[config.mk]
export PLATFORM = sky130hd
export DESIGN_NAME = nibble_serial_alu_flat
export DESIGN_NICKNAME = d
export VERILOG_FILES = /design/src/rtl/nibble_serial_alu_if.sv /design/src/rtl/nibble_serial_alu.sv /design/src/flat_wrapper.sv
export SDC_FILE = /design/constraint.sdc
export NUM_CORES = 1
export LEC_CHECK = 0
export BUFFER_PORTS_ARGS = -buffer_cell sky130_fd_sc_hd__buf_2
export CORE_ASPECT_RATIO = 0.5
export CORE_MARGIN = 2
export CORE_UTILIZATION = 40
export CTS_BUF_LIST = sky130_fd_sc_hd__clkbuf_16
export CTS_CLUSTER_SIZE = 24
export DETAILED_ROUTE_END_ITERATION = 6
export GPL_ROUTABILITY_DRIVEN = 0
export PLACE_DENSITY = 0.66
export RECOVER_POWER = 25
export SLEW_MARGIN = 20
export SYNTH_ARGS = -nofsm -noshare
export SYNTH_HDL_FRONTEND = slang
export SYNTH_SLANG_ARGS = --single-unit
[constraint.sdc]
create_clock -name clk -period 2.68 [get_ports clk]
set_input_delay 0.67 -clock clk [delete_from_list [all_inputs] [get_ports clk]]
set_output_delay 0.67 -clock clk [all_outputs]
set_load 0.02 [all_outputs]
[src/rtl/nibble_serial_alu_if.sv]
// Byte-wide request/result bundle between a requester and the nibble-serial ALU.
// The requester drives operands and start; the ALU returns ctrl/busy/done/q.
interface nibble_serial_alu_if;
    logic       start;
    logic [7:0] a;
    logic [7:0] b;
    logic       mode;
    logic       ctrl;
    logic       busy;
    logic       done;
    logic [8:0] q;

    modport master (
        output start, a, b, mode,
        input  ctrl, busy, done, q
    );

    modport slave (
        input  start, a, b, mode,
        output ctrl, busy, done, q
    );
endinterface

[src/rtl/nibble_serial_alu.sv]
// Sequential 8-bit add/subtract done as two 4-bit steps (low nibble, then high
// nibble with the inter-nibble carry held in a register); reassembles a 9-bit result.
module nibble_serial_alu (
    input logic                clk,
    input logic                rst,
    nibble_serial_alu_if.slave bus
);

    typedef enum logic [1:0] {StIdle, StLow, StHigh, StDone} state_e;

    state_e     state_q, state_d;
    logic [7:0] a_q, b_q;
    logic       mode_q;
    logic [3:0] r_lo_q;
    logic       c_q;
    logic [8:0] q_q;

    logic       load_op;
    logic       load_lo;
    logic       load_q;
    logic [7:0] bop;
    logic [4:0] s_lo;
    logic [4:0] s_hi;

    // Subtract is A + ~B + 1: the +1 enters as the low-nibble carry-in.
    always_comb begin
        bop  = mode_q ? ~b_q : b_q;
        s_lo = {1'b0, a_q[3:0]} + {1'b0, bop[3:0]} + {4'b0000, mode_q};
        s_hi = {1'b0, a_q[7:4]} + {1'b0, bop[7:4]} + {4'b0000, c_q};
    end

    always_comb begin
        state_d = state_q;
        load_op = 1'b0;
        load_lo = 1'b0;
        load_q  = 1'b0;
        unique case (state_q)
            StIdle: begin
                if (bus.start) begin
                    load_op = 1'b1;
                    state_d = StLow;
                end
            end
            StLow: begin
                load_lo = 1'b1;
                state_d = StHigh;
            end
            StHigh: begin
                load_q  = 1'b1;
                state_d = StDone;
            end
            StDone: begin
                state_d = StIdle;
            end
            default: begin
                state_d = StIdle;
            end
        endcase
    end

    always_ff @(posedge clk or posedge rst) begin
        if (rst) begin
            state_q <= StIdle;
        end else begin
            state_q <= state_d;
        end
    end

    always_ff @(posedge clk or posedge rst) begin
        if (rst) begin
            a_q    <= 8'h00;
            b_q    <= 8'h00;
            mode_q <= 1'b0;
        end else if (load_op) begin
            a_q    <= bus.a;
            b_q    <= bus.b;
            mode_q <= bus.mode;
        end
    end

    always_ff @(posedge clk or posedge rst) begin
        if (rst) begin
            r_lo_q <= 4'h0;
            c_q    <= 1'b0;
        end else if (load_lo) begin
            r_lo_q <= s_lo[3:0];
            c_q    <= s_lo[4];
        end
    end

    // q is sticky across IDLE; only the HIGH step or reset changes it.
    always_ff @(posedge clk or posedge rst) begin
        if (rst) begin
            q_q <= 9'h000;
        end else if (load_q) begin
            q_q <= {s_hi[4], s_hi[3:0], r_lo_q};
        end
    end

    assign bus.ctrl = (state_q == StHigh);
    assign bus.busy = (state_q != StIdle);
    assign bus.done = (state_q == StDone);
    assign bus.q    = q_q;

    a_done_one_cycle: assert property (@(posedge clk) disable iff (rst)
        bus.done |=> !bus.done);
    a_ctrl_only_busy: assert property (@(posedge clk) disable iff (rst)
        bus.ctrl |-> bus.busy);
    a_start_to_done: assert property (@(posedge clk) disable iff (rst)
        (state_q == StIdle && bus.start) |=> ##2 bus.done);

endmodule

[src/flat_wrapper.sv]
// flat-port wrapper written by rule: the top's interface ports become plain ports
module nibble_serial_alu_flat 
  (clk, rst, bus_start, bus_a, bus_b, bus_mode, bus_ctrl, bus_busy, bus_done, bus_q);
  nibble_serial_alu_if bus_i ();
  input logic clk;
  input logic rst;
  input wire logic [$bits(bus_i.start)-1:0] bus_start;
  input wire logic [$bits(bus_i.a)-1:0] bus_a;
  input wire logic [$bits(bus_i.b)-1:0] bus_b;
  input wire logic [$bits(bus_i.mode)-1:0] bus_mode;
  output wire logic [$bits(bus_i.ctrl)-1:0] bus_ctrl;
  output wire logic [$bits(bus_i.busy)-1:0] bus_busy;
  output wire logic [$bits(bus_i.done)-1:0] bus_done;
  output wire logic [$bits(bus_i.q)-1:0] bus_q;
  assign bus_i.start = bus_start;
  assign bus_i.a = bus_a;
  assign bus_i.b = bus_b;
  assign bus_i.mode = bus_mode;
  assign bus_ctrl = bus_i.ctrl;
  assign bus_busy = bus_i.busy;
  assign bus_done = bus_i.done;
  assign bus_q = bus_i.q;
  nibble_serial_alu u_core (.clk(clk), .rst(rst), .bus(bus_i));
endmodule
## Word level (Yosys, flattened, before mapping)

Cells that the tools add are included.

- Bits in registers: 33
- Latch bits: 0
- RAM bits: 0
- Bits in read-only memories: 0
- Bits of input ports: 20
- Word-level logic and storage cells: 25
- Memories kept: 0

- $add $sub $neg: 4
- $mul: 0
- Divide/modulo/power cells: 0
- $lt $le $gt $ge: 0
- Equality and inequality tests: 4
- Shifts and indexed selects: 0
- Multiplexer cells: 7
- Bitwise operators: 1
- Reductions and logical operators: 2

Operator list:

| cell | number |
|---|---|
| adder 4 x 4 -> 5 bit | 2 |
| adder 5 x 1 -> 5 bit | 2 |
| 2-to-1 mux 8 bit | 1 |
| inverter 8 bit | 1 |
| case mux 2 bit (4 select lines) | 1 |
| equality test 2 bit (second input constant) | 2 |
| 2-to-1 mux 1 bit | 4 |
| equality test 2 x 1 -> 1 bit (second input constant) | 1 |
| logical NOT 2 bit | 1 |
| 2-to-1 mux 2 bit | 1 |
| != test 2 bit (second input constant) | 1 |
| nonzero test 2 bit | 1 |

## Longest topological paths before layout

- Word-level depth: 4
- Gate-level depth with buffers: 8

## Least setup slack after synthesis

Ideal clock, no wire load.

- Kind: reg-to-reg
- Start point: reg u_core.mode_q
- End point: reg u_core.q_q[7] (netlist: u_core.bus.q[7])
- Setup time: 0.120 ns
- Arrival time: 1.767 ns
- Slack: 0.793 ns
- Stages on the path, launching flop included: 8
- Period minus slack after synthesis: 1.887 ns
- Path through: dfrtp_1 > buf_6 > xor2_1 > ha_1 > nor2b_1 > o21a_1 > or3_1 > a31o_2

- Longest elaborated chain between the ends: 3

RTL lines:

| item | line | text |
|---|---|---|
| from (decl) | nibble_serial_alu.sv:13 | `logic mode_q;` |
| from (signal assigned) | nibble_serial_alu.sv:77 | `mode_q <= bus.mode;` |
| 2-to-1 mux 8 bit | nibble_serial_alu.sv:27 | `bop = mode_q ? ~b_q : b_q;` |
| adder 4 x 4 -> 5 bit | nibble_serial_alu.sv:29 | `s_hi = {1'b0, a_q[7:4]} + {1'b0, bop[7:4]} + {4'b0000, c_q};` |
| adder 5 x 1 -> 5 bit | nibble_serial_alu.sv:29 |  |
| to (signal assigned) | nibble_serial_alu.sv:96 | `q_q <= {s_hi[4], s_hi[3:0], r_lo_q};` |
| to (decl) | nibble_serial_alu.sv:16 | `logic [8:0] q_q;` |

No other way between the ends.
A chain may end at the register's enable or synchronous reset.

## Worst setup path after layout

Ends and elaborated chain as after synthesis.

==> out/results.ini <==
[placed_design]
dpl.hpwl_mm=2.10
io_buffers=31

[critical_path]
rrSetupSlack_ns=0.59
reg2reg_from=u_core.mode_q$_DFFE_PP0P_
r2r-end=u_core.bus.q[7]$_DFFE_PP0P_
cp.required_ns=2.84
path_max_fanout=9
cp-endpoint=u_core.bus.q[7]$_DFFE_PP0P_
start_kind=flop
startpoint=u_core.mode_q$_DFFE_PP0P_
cp.arrival_ns=2.25
endpoint_kind=flop
reg2regPathDepth=6
crit_type=flop to flop

[detailed_routing]
drtAntennaViolNets=0
routed.top_layer=met3
routedWlPerCell_um=13.1
wl_met2_mm=1.20
num_vias=986
vias_per_cell=4.61
drc=0
drt-initial-drc-count=34
drt_pass1_iterations=4
drt_wl_total_mm=2.80
wl_met1_mm=1.45
wl_met3_um=142

[cts]
cts-hold-fix-buffers=0
clock-root-buffer=clkbuf_16
cts.clk_slew.worst_paths_ns=0.05
cts_buffers=5
postCtsSetupBuffers=0
clk_path_buf_depth=2
cts_tree=built
clock_latency_ns=0.27
clock-sinks=33
cts_max_level=2
cts.repair.resized=0

[synth]
syn-cell-area_um2=1630
synth_edf_count=0
syn_nets=157
ys_types=22
yosysTopAreaCell=dfrtp_1
yosysWarningCount=0
synth-seq-cells=33
synth_common_cells=33 x dfrtp_1, 24 x mux2_2, 11 x ha_1
yosysSeqAreaShare_pct=50.5
synth_most_common_cell=dfrtp_1
synth_area_per_cell_um2=13.3
synthCells=123
synth_flop_cell=dfrtp_1
netlist.area_leader.share_pct=50.5
synthTopCellsByArea=dfrtp_1 51%, mux2_2 17%, ha_1 8.4%, fa_1 3.7%, xor2_1 3.2%
async_flop_share_pct=100

[timing]
worstMarginPinSlew_ns=1.75
drv_slew=34
setup_viol=0
max_freq_mhz=479
fin_setup_tns_ns=0
finalCritPeriodShare_pct=77.8
min_period_ns=2.09
rsz0062_at_grt=no
holdWs_ns=0.497
fin_worst_skew_ns=0.00194
slew_headroom_pct=-16.8
hold_viol=0

[layout]
fin_nets=193
utilization_pct=50.8
drive_gt1_share_pct=41.3
area_growth_pct=21.3
num_antenna_cells=0

[status]
status=finished, violations left
violations=max-capacitance violations, max-slew violations

[floorplanning]
fp.coreArea_um2=3900
rows=16
initial_core_util_pct=41.9
die_area_um2=4640
die_height_um=49.2
die_w_um=94.4
io_pins=32

[grt]
grt-ovfl-total=0
grt_max_degree=34
first_global_vias=982
grt_pass1_wl_mm=4.62
grt_usage_pct=13.1
antenna_found_initial=0

[run]
max-cap-violations=1

[pwr]
power.density_nw_per_um2=1590
p_leak_uw=0.000948
ir_worst_vdd_mv=0.595

[hold_path]
hp-start=u_core.bus.q[2]$_DFFE_PP0P_
hold_path_class=flop to flop

power by group:
group / internal [uW] / switching (uW)
Clock: 335 / 188
Sequential: 768 / 192
Combinational: 839 / 823
cells in the final DEF (no fill, tap or decap), types with 2 or more instances in the layout:
cell | netlist | final
a21o_1 | 3 | 3
a21oi_1 | 9 | 9
buf_2 | 1 | 31
clkbuf_16 | 0 | 5
clkinv_1 | 0 | 2
dfrtp_1 | 33 | 33
fa_1 | 3 | 3
ha_1 | 11 | 11
inv_1 | 7 | 7
mux2_2 | 24 | 24
mux2_4 | 2 | 2
nor2_1 | 7 | 7
nor2b_1 | 2 | 2
xnor2_1 | 5 | 5
xor2_1 | 6 | 6
registers in the layout, indices dropped and copies added, names as in the netlist:
register and count:
u_core.mode_q 1, u_core.r_lo_q 4, u_core.bus.q 9, u_core.a_q 8
u_core.b_q 8, u_core.state_q 2, u_core.c_q 1
cell type report:
class	count	area [um2]
Fill cell	367	1920
Tap cell	54	67.6
Sequential cell	33	826
Inverter	7	26.3
Clock inverter	3	12.5
Clock buffer	5	125
Multi-Input combinational cell	79	758
Timing Repair Buffer	33	166
how the worst min path moves through the flow:
stage	endpoint	cells past startpoint	slack, ns
6_report	u_core.bus.q[2]$_DFFE_PP0P_	1	0.50
5_1_grt	u_core.bus.q[2]$_DFFE_PP0P_	1	0.53
4_1_cts	u_core.bus.q[2]$_DFFE_PP0P_	3	0.49
3_5_place_dp	u_core.bus.q[2]$_DFFE_PP0P_	1	0.49
3_3_place_gp	u_core.bus.q[2]$_DFFE_PP0P_	1	0.49
2_1_floorplan	u_core.r_lo_q[1]$_DFFE_PP0N_	1	0.47
metal layers:
layer	track usage, %	up-vias
met2	19.3	22
met1	18.6	467
met3	4.33	0
met4	3.62	0
li1	-	497
met5	0	-
logic make-up after synthesis:
logic type,synth area share (%)
flip-flops,50.5
AND/OR/NAND/NOR,3.29
AO/OA/AOI/OAI,6.74
multiplexers,18.4
XOR/XNOR,5.90
buffers and inverters,3.06
adder cells (fa/ha/maj),12.1
metrics by stage:
step	setup slack, ns	cell area, um2	power [uW]	std cells
after floorplan	0.793	1630	2260	123
after global placement	0.650	1850	2570	206
after detailed placement	0.574	1850	2640	206
after CTS	0.565	1990	3170	214
after global routing	0.306	1980	3400	214
final	0.594	1980	3140	214
worst max-delay path: stages, from the launching register on:
cell,delay (ns)
dfrtp_1,0.56
xor2_1,0.30
ha_1,0.28
nor2b_1,0.13
o21a_1,0.17
or3_1,0.30
a31o_2,0.24
No activity file was read; power rests on OpenSTA's default activity.
